==> src/rtl/interrupt_ctrl_pkg.sv <==
// interrupt_pkg
// Shared definitions for the interrupt sequencer: the sequencer state type,
// default cause-vector geometry, named cause indices and default constants
// for the repeat mask and handler entry address.
// No ports (package).

package interrupt_pkg;

    typedef enum logic [1:0] {
        ST_RUN     = 2'd0,
        ST_ENTRY   = 2'd1,
        ST_HANDLER = 2'd2,
        ST_RETURN  = 2'd3
    } state_t;

    localparam int NCAUSE_DEF = 23;
    localparam int NNMI_DEF   = 6;

    // Cause indices; a lower index means a higher priority.
    localparam int C_RESET = 0;
    localparam int C_ILL   = 1;
    localparam int C_MAL   = 2;
    localparam int C_PFF   = 3;
    localparam int C_PFLS  = 4;
    localparam int C_TRAP  = 5;
    localparam int C_OVF   = 6;
    localparam int C_EXT0  = 7;
    localparam int C_EXT1  = 8;
    localparam int C_EXT2  = 9;
    localparam int C_EXT3  = 10;
    localparam int C_EXT4  = 11;
    localparam int C_EXT5  = 12;
    localparam int C_EXT6  = 13;
    localparam int C_EXT7  = 14;
    localparam int C_EXT8  = 15;
    localparam int C_EXT9  = 16;
    localparam int C_EXT10 = 17;
    localparam int C_EXT11 = 18;
    localparam int C_EXT12 = 19;
    localparam int C_EXT13 = 20;
    localparam int C_EXT14 = 21;
    localparam int C_EXT15 = 22;

    // Causes whose handler re-executes the faulting instruction.
    localparam logic [NCAUSE_DEF-1:0] REPEAT_MASK_DEF = 23'h00_003C;
    localparam logic [31:0]           ISR_VEC_DEF     = 32'h0000_0100;

endpackage

==> src/rtl/interrupt_ctrl_cause_prio_enc.sv <==
// cause_prio_enc
// Lowest-set-bit priority encoder (bit 0 wins).
// Ports:
//   req    in   W   request vector
//   grant  out  W   one-hot grant of the lowest set request bit (0 if none)
//   idx    out  5   index of the granted bit (0 if none)
//   valid  out  1   at least one request bit set

module cause_prio_enc
    import interrupt_pkg::*;
#(
    parameter int W = NCAUSE_DEF
) (
    input  logic [W-1:0] req,
    output logic [W-1:0] grant,
    output logic [4:0]   idx,
    output logic         valid
);

    always_comb begin
        grant = '0;
        idx   = '0;
        valid = |req;
        // Scan from the top so the lowest set bit is the last one written.
        for (int i = W - 1; i >= 0; i--) begin
            if (req[i]) begin
                grant    = '0;
                grant[i] = 1'b1;
                idx      = 5'(i);
            end
        end
    end

endmodule

==> src/rtl/interrupt_ctrl.sv <==
// interrupt_ctrl
// Interrupt sequencer: latches raw cause pulses into a sticky pending
// register, masks them with the SPR status mask, and sequences handler
// entry (jisr + PC redirect to ISR_VEC) at instruction boundaries and the
// return redirect to the saved PC on eret.
//
// Build option: INTERRUPT_CTRL_NEST_EN
//   defined   - in the handler, a cause of higher priority than the one being
//               serviced re-enters the handler (nested entry).
//   undefined - in the handler only the reset cause (bit 0) can re-enter;
//               everything else waits until after the return.
//
// Ports:
//   clk         in   1       system clock
//   reset       in   1       synchronous active-high reset
//   ev          in   NCAUSE  raw cause pulses (bit 0 highest priority)
//   sr_mask     in   NCAUSE  cause enable mask from the SPR file
//   instr_done  in   1       instruction retire strobe (interrupt boundary)
//   eret        in   1       eret retire strobe
//   epc         in   32      saved return PC from the SPR file
//   jisr        out  1       interrupt-entry strobe
//   mca         out  NCAUSE  masked cause snapshot taken at entry
//   rpt         out  1       repeat flag of the highest-priority taken cause
//   pc_load     out  1       PC redirect strobe
//   pc_target   out  32      PC redirect address
//   in_handler  out  1       handler active
//
// State table:
//   state      | meaning
//   ST_RUN     | normal execution, waiting for a boundary with a cause
//   ST_ENTRY   | jisr and pc_load to ISR_VEC asserted this cycle
//   ST_HANDLER | handler executing, waiting for eret (or nested entry)
//   ST_RETURN  | pc_load to the saved epc asserted this cycle

module interrupt_ctrl
    import interrupt_pkg::*;
#(
    parameter int                NCAUSE      = NCAUSE_DEF,
    parameter int                NNMI        = NNMI_DEF,
    parameter logic [NCAUSE-1:0] REPEAT_MASK = NCAUSE'(REPEAT_MASK_DEF),
    parameter logic [31:0]       ISR_VEC     = ISR_VEC_DEF
) (
    input  logic              clk,
    input  logic              reset,
    input  logic [NCAUSE-1:0] ev,
    input  logic [NCAUSE-1:0] sr_mask,
    input  logic              instr_done,
    input  logic              eret,
    input  logic [31:0]       epc,
    output logic              jisr,
    output logic [NCAUSE-1:0] mca,
    output logic              rpt,
    output logic              pc_load,
    output logic [31:0]       pc_target,
    output logic              in_handler
);

    localparam logic [NCAUSE-1:0] NMI_BITS = NCAUSE'((64'd1 << NNMI) - 64'd1);

    state_t            state;
    logic [NCAUSE-1:0] pend;
    logic [NCAUSE-1:0] eff;
    logic [NCAUSE-1:0] take;
    logic [NCAUSE-1:0] clr;
    logic [NCAUSE-1:0] nest_mask;
    logic              nest_hit;
    logic              enter;
    logic              rpt_next;

    logic [NCAUSE-1:0] eff_grant;
    logic [4:0]        eff_idx;
    logic              eff_valid;

    // Non-maskable causes are forced enabled regardless of sr_mask.
    assign eff = pend & (sr_mask | NMI_BITS);

    cause_prio_enc #(.W(NCAUSE)) u_eff_enc (
        .req   (eff),
        .grant (eff_grant),
        .idx   (eff_idx),
        .valid (eff_valid)
    );

`ifdef INTERRUPT_CTRL_NEST_EN
    logic [NCAUSE-1:0] mca_grant;
    logic [4:0]        mca_idx;
    logic              mca_valid;

    cause_prio_enc #(.W(NCAUSE)) u_mca_enc (
        .req   (mca),
        .grant (mca_grant),
        .idx   (mca_idx),
        .valid (mca_valid)
    );

    // Every bit strictly below the cause currently being serviced.
    assign nest_mask = mca_grant - NCAUSE'(1);
    assign nest_hit  = eff_valid && mca_valid && (eff_idx < mca_idx);
`else
    assign nest_mask = NCAUSE'(1) << C_RESET;
    assign nest_hit  = eff_valid && (eff_idx == 5'(C_RESET));
`endif

    // A nested entry only takes the higher-priority bits; lower-priority
    // causes stay pending for after the return.
    always_comb begin
        take  = (state == ST_RUN) ? eff : (eff & nest_mask);
        enter = instr_done &&
                (((state == ST_RUN) && eff_valid) ||
                 ((state == ST_HANDLER) && !eret && nest_hit));
        clr   = enter ? take : '0;
    end

    // The lowest set bit of take is always the lowest set bit of eff
    // (nest_mask is a contiguous low-order mask), so eff's encoder serves.
    assign rpt_next = |(eff_grant & REPEAT_MASK);

    always_ff @(posedge clk) begin
        if (reset) begin
            state      <= ST_RUN;
            pend       <= '0;
            mca        <= '0;
            rpt        <= 1'b0;
            jisr       <= 1'b0;
            pc_load    <= 1'b0;
            pc_target  <= '0;
            in_handler <= 1'b0;
        end else begin
            // Set wins over clear for a bit re-raised in the taking cycle.
            pend    <= (pend & ~clr) | ev;
            jisr    <= 1'b0;
            pc_load <= 1'b0;

            if (enter) begin
                state      <= ST_ENTRY;
                mca        <= take;
                rpt        <= rpt_next;
                jisr       <= 1'b1;
                pc_load    <= 1'b1;
                pc_target  <= ISR_VEC;
                in_handler <= 1'b1;
            end else begin
                case (state)
                    ST_RUN: begin
                        state <= ST_RUN;
                    end
                    ST_ENTRY: begin
                        state <= ST_HANDLER;
                    end
                    ST_HANDLER: begin
                        if (eret) begin
                            state     <= ST_RETURN;
                            pc_load   <= 1'b1;
                            pc_target <= epc;
                        end
                    end
                    ST_RETURN: begin
                        state      <= ST_RUN;
                        in_handler <= 1'b0;
                    end
                    default: begin
                        state <= ST_RUN;
                    end
                endcase
            end
        end
    end

endmodule

==> config.mk <==
export PLATFORM = sky130hd
export DESIGN_NAME = interrupt_ctrl
export DESIGN_NICKNAME = d
export VERILOG_FILES = /design/src/rtl/interrupt_ctrl_pkg.sv /design/src/rtl/interrupt_ctrl_cause_prio_enc.sv /design/src/rtl/interrupt_ctrl.sv
export SDC_FILE = /design/constraint.sdc
export NUM_CORES = 1
export LEC_CHECK = 0
export ABC_AREA = 1
export CORE_ASPECT_RATIO = 1.2
export CORE_MARGIN = 2
export CORE_UTILIZATION = 43
export DETAILED_ROUTE_END_ITERATION = 10
export PLACE_DENSITY_LB_ADDON = 0.1
export SETUP_SLACK_MARGIN = 0.1
export SYNTH_ARGS = -nofsm -noshare
export SYNTH_HDL_FRONTEND = slang
export SYNTH_SLANG_ARGS = --single-unit
==> constraint.sdc <==
create_clock -name clk -period 2.35 [get_ports clk]
set_clock_uncertainty 0.15 [all_clocks]
set_input_delay 0.5875 -clock clk [delete_from_list [all_inputs] [get_ports clk]]
set_output_delay 0.5875 -clock clk [all_outputs]
set_load 0.005 [all_outputs]
==> results of run 1 <==
-- worst paths after layout --
| kind | from | end | slack (ps) | cells after the start |
|---|---|---|---|---|
| setup / recovery | sr_mask[15] | pc_target[1] | 390 | 11 |
| hold / removal | pc_target[0] | pc_target[0] | 310 | 2 |
| setup reg to reg | state[0] | pc_target[28] | 560 | 7 |
| hold reg to reg | pc_target[0] | pc_target[0] | 310 | 2 |
-- worst max-delay path, stage by stage --
cell and delay (ps):
clkdlybuf4s50_1 410, nand2_1 80, nand2_1 60, nor2_1 150
nand2_1 80, nor2_2 90, nand2_2 70, nand2_4 140
nand3_4 110, buf_12 180, a21oi_1 110
-- sequential cells by signal (all words and copies together), names as in the netlist --
signal / flops
in_handler: 1
rpt: 1
state: 2
pc_load: 1
jisr: 1
pc_target: 32
pend: 23
mca: 23
-- power by group through the flow --
stage | combinational (uW) | sequential [uW] | clock, uW
3_3_place_gp | 539 | 1560 | 0
4_1_cts | 547 | 1530 | 1140
5_1_grt | 597 | 1540 | 1210
6_report | 541 | 1530 | 1100
2_1_floorplan | 260 | 1560 | 0
3_5_place_dp | 544 | 1570 | 0
-- metrics by stage --
step / setup TNS (ps) / setup slack, ps / hold slack (ps) / util, %
3_3_place_gp: 0 / 29.5 / 296 / 63.4
6_report: 0 / 388 / 314 / 66.2
5_1_grt: 0 / 193 / 336 / 66.2
4_1_cts: 0 / 357 / 316 / 66.2
2_1_floorplan: 0 / 621 / 290 / -
3_5_place_dp: -16.2 / -16.2 / 303 / 63.4
-- area by class of cell --
cell class	instances	area, sq um
well taps	92	115
repair buffers	151	1510
clock buffers	10	128
flip-flops and latches	84	1680
inverters	36	135
clock inverters	6	88.8
multi-input cells	283	1450
fillers	684	2610
-- layout by cell type (no fill, tap or decap) --
master	Yosys	layout
inv_1	31	31
a21oi_1	41	41
nand3_2	1	1
nand3_4	1	1
nor2_1	26	26
inv_2	5	5
mux2i_1	1	1
nor2_2	1	1
clkinvlp_4	0	2
buf_12	0	3
nand3_1	70	70
clkbuf_1	17	1
clkdlybuf4s50_1	0	134
nand2_4	1	1
nand4_1	8	8
a21oi_2	29	29
nand2_1	91	91
o21ai_0	8	8
clkbuf_8	0	9
clkinv_2	0	1
buf_4	2	14
clkinv_4	0	1
bufinv_16	0	2
dfxtp_1	84	84
nand2_2	1	1
nand3b_1	1	1
ha_1	3	3
-- per-layer routing --
layer / up-vias / track usage (%) / wire, um
met5: - / 0 / 0
met1: 1471 / 24.9 / 3760
met3: 12 / 7.33 / 715
met4: 0 / 9.16 / 166
li1: 1683 / - / -
met2: 97 / 33.2 / 4110
-- kinds of logic after synthesis --
family | after synthesis | share of synthesized area [%]
mux | 1 | 0.294
compound gates | 78 | 14.6
fa+ha+maj | 3 | 1.10
buf+inv | 65 | 8.26
simple gates | 201 | 26.4
flops | 84 | 49.3
==> flow_metrics.env, run 1 <==
export IMPL_pwr_share_seq_pct=48.2
export IMPL_clkLatencyLatePin_ps=350
export IMPL_ys_seq_elements=84
export IMPL_post_dp_hpwl_mm=6.25
export IMPL_core_sq_um=7710
export IMPL_vias=3263
export IMPL_syn_inst=432
export IMPL_fin_nets=650
export IMPL_ys_dominant_reg_cell="dfxtp_1"
export IMPL_hold_buffers=0
export IMPL_cts_resized=0
export IMPL_syn_nets=517
export IMPL_slew_headroom_pct=75.4
export IMPL_p_comb_share_pct=17.0
export IMPL_post_cts_buffers=0
export IMPL_startpoint_type="input pin"
export IMPL_finalSetupViolCount=0
export IMPL_grt_max_degree=34
export IMPL_drive_above_1_share_pct=12.5
export IMPL_final_cells=662
export IMPL_io_pin_count=141
export IMPL_yosysWarnings=0
export IMPL_drt_first_pass_iters=4
export IMPL_io_buffer_count=134
export IMPL_numCtsBuffers=9
export IMPL_grt_overflow=0
export IMPL_die_height_um=102
export IMPL_syn_area_per_cell_sq_um=7.89
export IMPL_antennaDiodeCount=0
export IMPL_grt_use_total_pct=20.6
export IMPL_synth_area_leaders="dfxtp_1, nand3_1, nand2_1, a21oi_2, a21oi_1"
export IMPL_p_leak_uw=0.00200
export IMPL_start_util_pct=44.2
export IMPL_drc_errors=0
export IMPL_finalHoldViolCount=0
export IMPL_crit_type="input pin to register"
export IMPL_fin_area_sq_um=5100
export IMPL_ant_nets=0
export IMPL_cts_sinks=84
export IMPL_dieArea_sq_um=8660
export IMPL_synth_most_common_cell="nand2_1"
export IMPL_clk_pin_slew_ps=70
export IMPL_syn_cell_area_sq_um=3410
export IMPL_syn2layout_area_growth_pct=49.6
export IMPL_grt_pass1_wl_mm=14.3
export IMPL_yosys_area_top_type="dfxtp_1"
export IMPL_worstMarginPinSlew_ps=369
export IMPL_synth_edf_count=0
export IMPL_cts_path_max_buffers=2
export IMPL_gp_congestion=0.728
export IMPL_rsz0062_at_grt="false"
export IMPL_maxCapViolations=0
export IMPL_peakVddDrop_uv=427
export IMPL_grt_pass1_vias=3223
export IMPL_die_width_um=85.3
export IMPL_rows=35
export IMPL_power_frac_clock_pct=34.7
export IMPL_postPlaceCellArea_sq_um=4880
export IMPL_fmax_mhz=510
export IMPL_synth_top_area_share_pct=49.3
export IMPL_arrival_ps=2090
export IMPL_cp_max_fo=23
export IMPL_power_uw=3180
export IMPL_p_sw_share_pct=25.3
export IMPL_place_inst=646
export IMPL_min_period_ps=1960
export IMPL_intPower_uw=2380
export IMPL_routed_via_density=4.93
export IMPL_antenna_found_initial=0
export IMPL_async_flop_share_pct=0
export IMPL_slew_violations=0
export IMPL_drtIter0Drc=76
export IMPL_yosys_top_cells_count="nand2_1, dfxtp_1, nand3_1"
export IMPL_p_per_area_nw_per_um2=623
export IMPL_cts_tree="done"
export IMPL_min_path_type="register to register"
export IMPL_status="finished clean"
export IMPL_worstPathRequired_ps=2480
export IMPL_drt_wl_total_mm=8.75
export IMPL_htree_levels=3
export IMPL_timing_final_crit_share_pct=83.5
export IMPL_switchingPower_uw=804
export IMPL_wire_per_inst_um=13.2
export IMPL_yosysSeqAreaShare_pct=49.3
export IMPL_synth_cell_types=23
export IMPL_root_buffer="clkbuf_8"
export IMPL_end_kind="register"
Note: power is estimated with default switching activity, not from simulation.
==> run 2, diff against run 1 <==
==> constraint.sdc (replaced) <==
create_clock -name clk -period 2 [get_ports clk]
set_clock_uncertainty 0.15 [all_clocks]
set_input_delay 0.5 -clock clk [delete_from_list [all_inputs] [get_ports clk]]
set_output_delay 0.5 -clock clk [all_outputs]
set_load 0.005 [all_outputs]
==> run 2 against run 1 <==
Combinational power rose by 28%. Die area unchanged. Power is 19% higher. Global-route usage increased by 0.11 points. Register-to-register slack worse by 300 ps. Sequential power increased by 18%. Via count increased by 3.4%. Critical path depth is 10 lower. Cell area increased by 4.8%. First-iteration DRC count rose by 43%.
==> flow_metrics.env, run 2 (synthesized netlist as in run 1, its figures left out) <==
export IMPL_cts_path_max_buffers=2
export IMPL_finalSetupViolCount=0
export IMPL_tns_ps=0
export IMPL_drive_above_1_share_pct=17.6
export IMPL_hold_depth=2
export IMPL_vias=3373
export IMPL_cp_max_fo=2
export IMPL_status="finished clean"
export IMPL_place_inst=653
export IMPL_worstReg2RegEnd="mca[7]"
export IMPL_power_uw=3770
export IMPL_clkLatencyLatePin_ps=360
export IMPL_slew_headroom_pct=72.0
export IMPL_syn2layout_area_growth_pct=56.8
export IMPL_min_path_type="register to register"
export IMPL_drc_errors=0
export IMPL_io_buffer_count=134
export IMPL_die_width_um=85.3
export IMPL_final_cells=676
export IMPL_worst_path_max_delay_cell="clkdlybuf4s50_1"
export IMPL_dieArea_sq_um=8660
export IMPL_routed_via_density=4.99
export IMPL_fmax_mhz=535
export IMPL_largest_register="pc_target"
export IMPL_grt_max_degree=41
export IMPL_layout_common_cells="clkdlybuf4s50_1, nand2_1, dfxtp_1"
export IMPL_slew_violations=0
export IMPL_grt_pass1_vias=3214
export IMPL_cp_endpoint="mca[7]"
export IMPL_post_dp_hpwl_mm=6.26
export IMPL_final_common_cell="clkdlybuf4s50_1"
export IMPL_core_sq_um=7710
export IMPL_multiInputGateArea_sq_um=1470
export IMPL_drt_wl_total_mm=9.27
export IMPL_startpoint_type="register"
export IMPL_antenna_found_initial=0
export IMPL_wire_per_inst_um=13.7
export IMPL_postPlaceCellArea_sq_um=4940
export IMPL_grt_overflow=0
export IMPL_largest_reg_flops=32
export IMPL_arrival_ps=1220
export IMPL_clk_pin_slew_ps=80
export IMPL_cts_sinks=84
export IMPL_end_kind="output pin"
export IMPL_htree_levels=3
export IMPL_maxCapViolations=0
export IMPL_fin_nets=664
export IMPL_critical_path_buf_inv_count=1
export IMPL_peakVddDrop_uv=458
export IMPL_numCtsBuffers=9
export IMPL_grt_use_total_pct=20.7
export IMPL_register_area_sq_um=1690
export IMPL_worstPathRequired_ps=1350
export IMPL_r2r_start="state[0]"
export IMPL_root_buffer="clkbuf_8"
export IMPL_cp_depth=1
export IMPL_start_util_pct=44.2
export IMPL_crit_type="register to output pin"
export IMPL_ant_nets=0
export IMPL_io_pin_count=141
export IMPL_rows=35
export IMPL_crit_chain="clkdlybuf4s50_1"
export IMPL_reg_top3="pc_target: 32 flops, mca: 23 flops, pend: 23 flops"
export IMPL_min_period_ps=1870
export IMPL_p_per_area_nw_per_um2=705
export IMPL_antennaDiodeCount=0
export IMPL_grt_pass1_wl_mm=14.4
export IMPL_timing_final_crit_share_pct=93.4
export IMPL_cp_top_family="buffers and inverters"
export IMPL_die_height_um=102
export IMPL_fill_cells=643
export IMPL_p_leak_uw=0.00244
export IMPL_fin_area_sq_um=5340
export IMPL_finalHoldViolCount=0
export IMPL_worstMarginPinSlew_ps=420
export IMPL_crit_start="mca[7]"
export IMPL_hold_buffers=0
export IMPL_drt_first_pass_iters=4
export IMPL_cpPeakStageDelay_ps=510
export IMPL_reg2reg_depth=8
export IMPL_drtIter0Drc=109
export IMPL_cts_tree="done"
export IMPL_holdWs_ps=313
export IMPL_rsz0062_at_grt="false"
export IMPL_r2r_slack_ps=260
export IMPL_gp_congestion=0.756
## run 2: cell type report
class	count	area share, %
Timing Repair Buffer	165	32.2
Sequential cell	84	31.7
Multi-Input combinational cell	283	27.4
Clock buffer	11	2.83
Inverter	36	2.53
Tap cell	92	2.15
Clock inverter	5	1.12
## run 2: worst min path at each step
stage / start / endpoint / slack (ps)
after detailed placement: pend[6] / pend[6] / 300
final: pc_target[0] / pc_target[0] / 310
after global placement: pc_target[1] / pc_target[1] / 300
after global routing: pend[15] / pend[15] / 330
after CTS: pc_target[1] / pc_target[1] / 310
after floorplan: pend[12] / pend[12] / 290
## run 2: tightest hold or removal path: cells and delay by family, from the launching register on
family	cells	cell delay, ps
DFF	1	320
and+or+nand+nor	1	60
AOI/OAI and AO/OA	1	50
## run 2: per-layer routing
layer  part of all wire [%]  global-route usage [%]  up-vias
met2                     49                    35.1       97
met1                     43                    24.3     1551
met4                    1.1                    7.69        0
met5                      0                       0        -
li1                       -                       -     1716
met3                    7.3                    7.17        9
## run 2: report_power, final
part | switching [uW] | total [uW] | leakage (uW) | internal (uW)
sequential | 47.4 | 1800 | 0.000692 | 1760
combinational | 321 | 693 | 0.00164 | 371
clock | 624 | 1270 | 0.000106 | 648
total | 993 | 3770 | 0.00244 | 2780
## run 2: metrics by stage
stage | util (%) | setup WS, ps
2_1_floorplan | - | 359
3_3_place_gp | 64.0 | -205
3_5_place_dp | 64.0 | -213
4_1_cts | 66.8 | 109
5_1_grt | 69.3 | 95.3
6_report | 69.3 | 132
## run 2: timing repair
action / in CTS / in global routing
endpoints found under the hold margin: 0 / 0
setup endpoints to repair: 0 / 99
buffers inserted: 0 / 4
gates resized for setup: 0 / 44
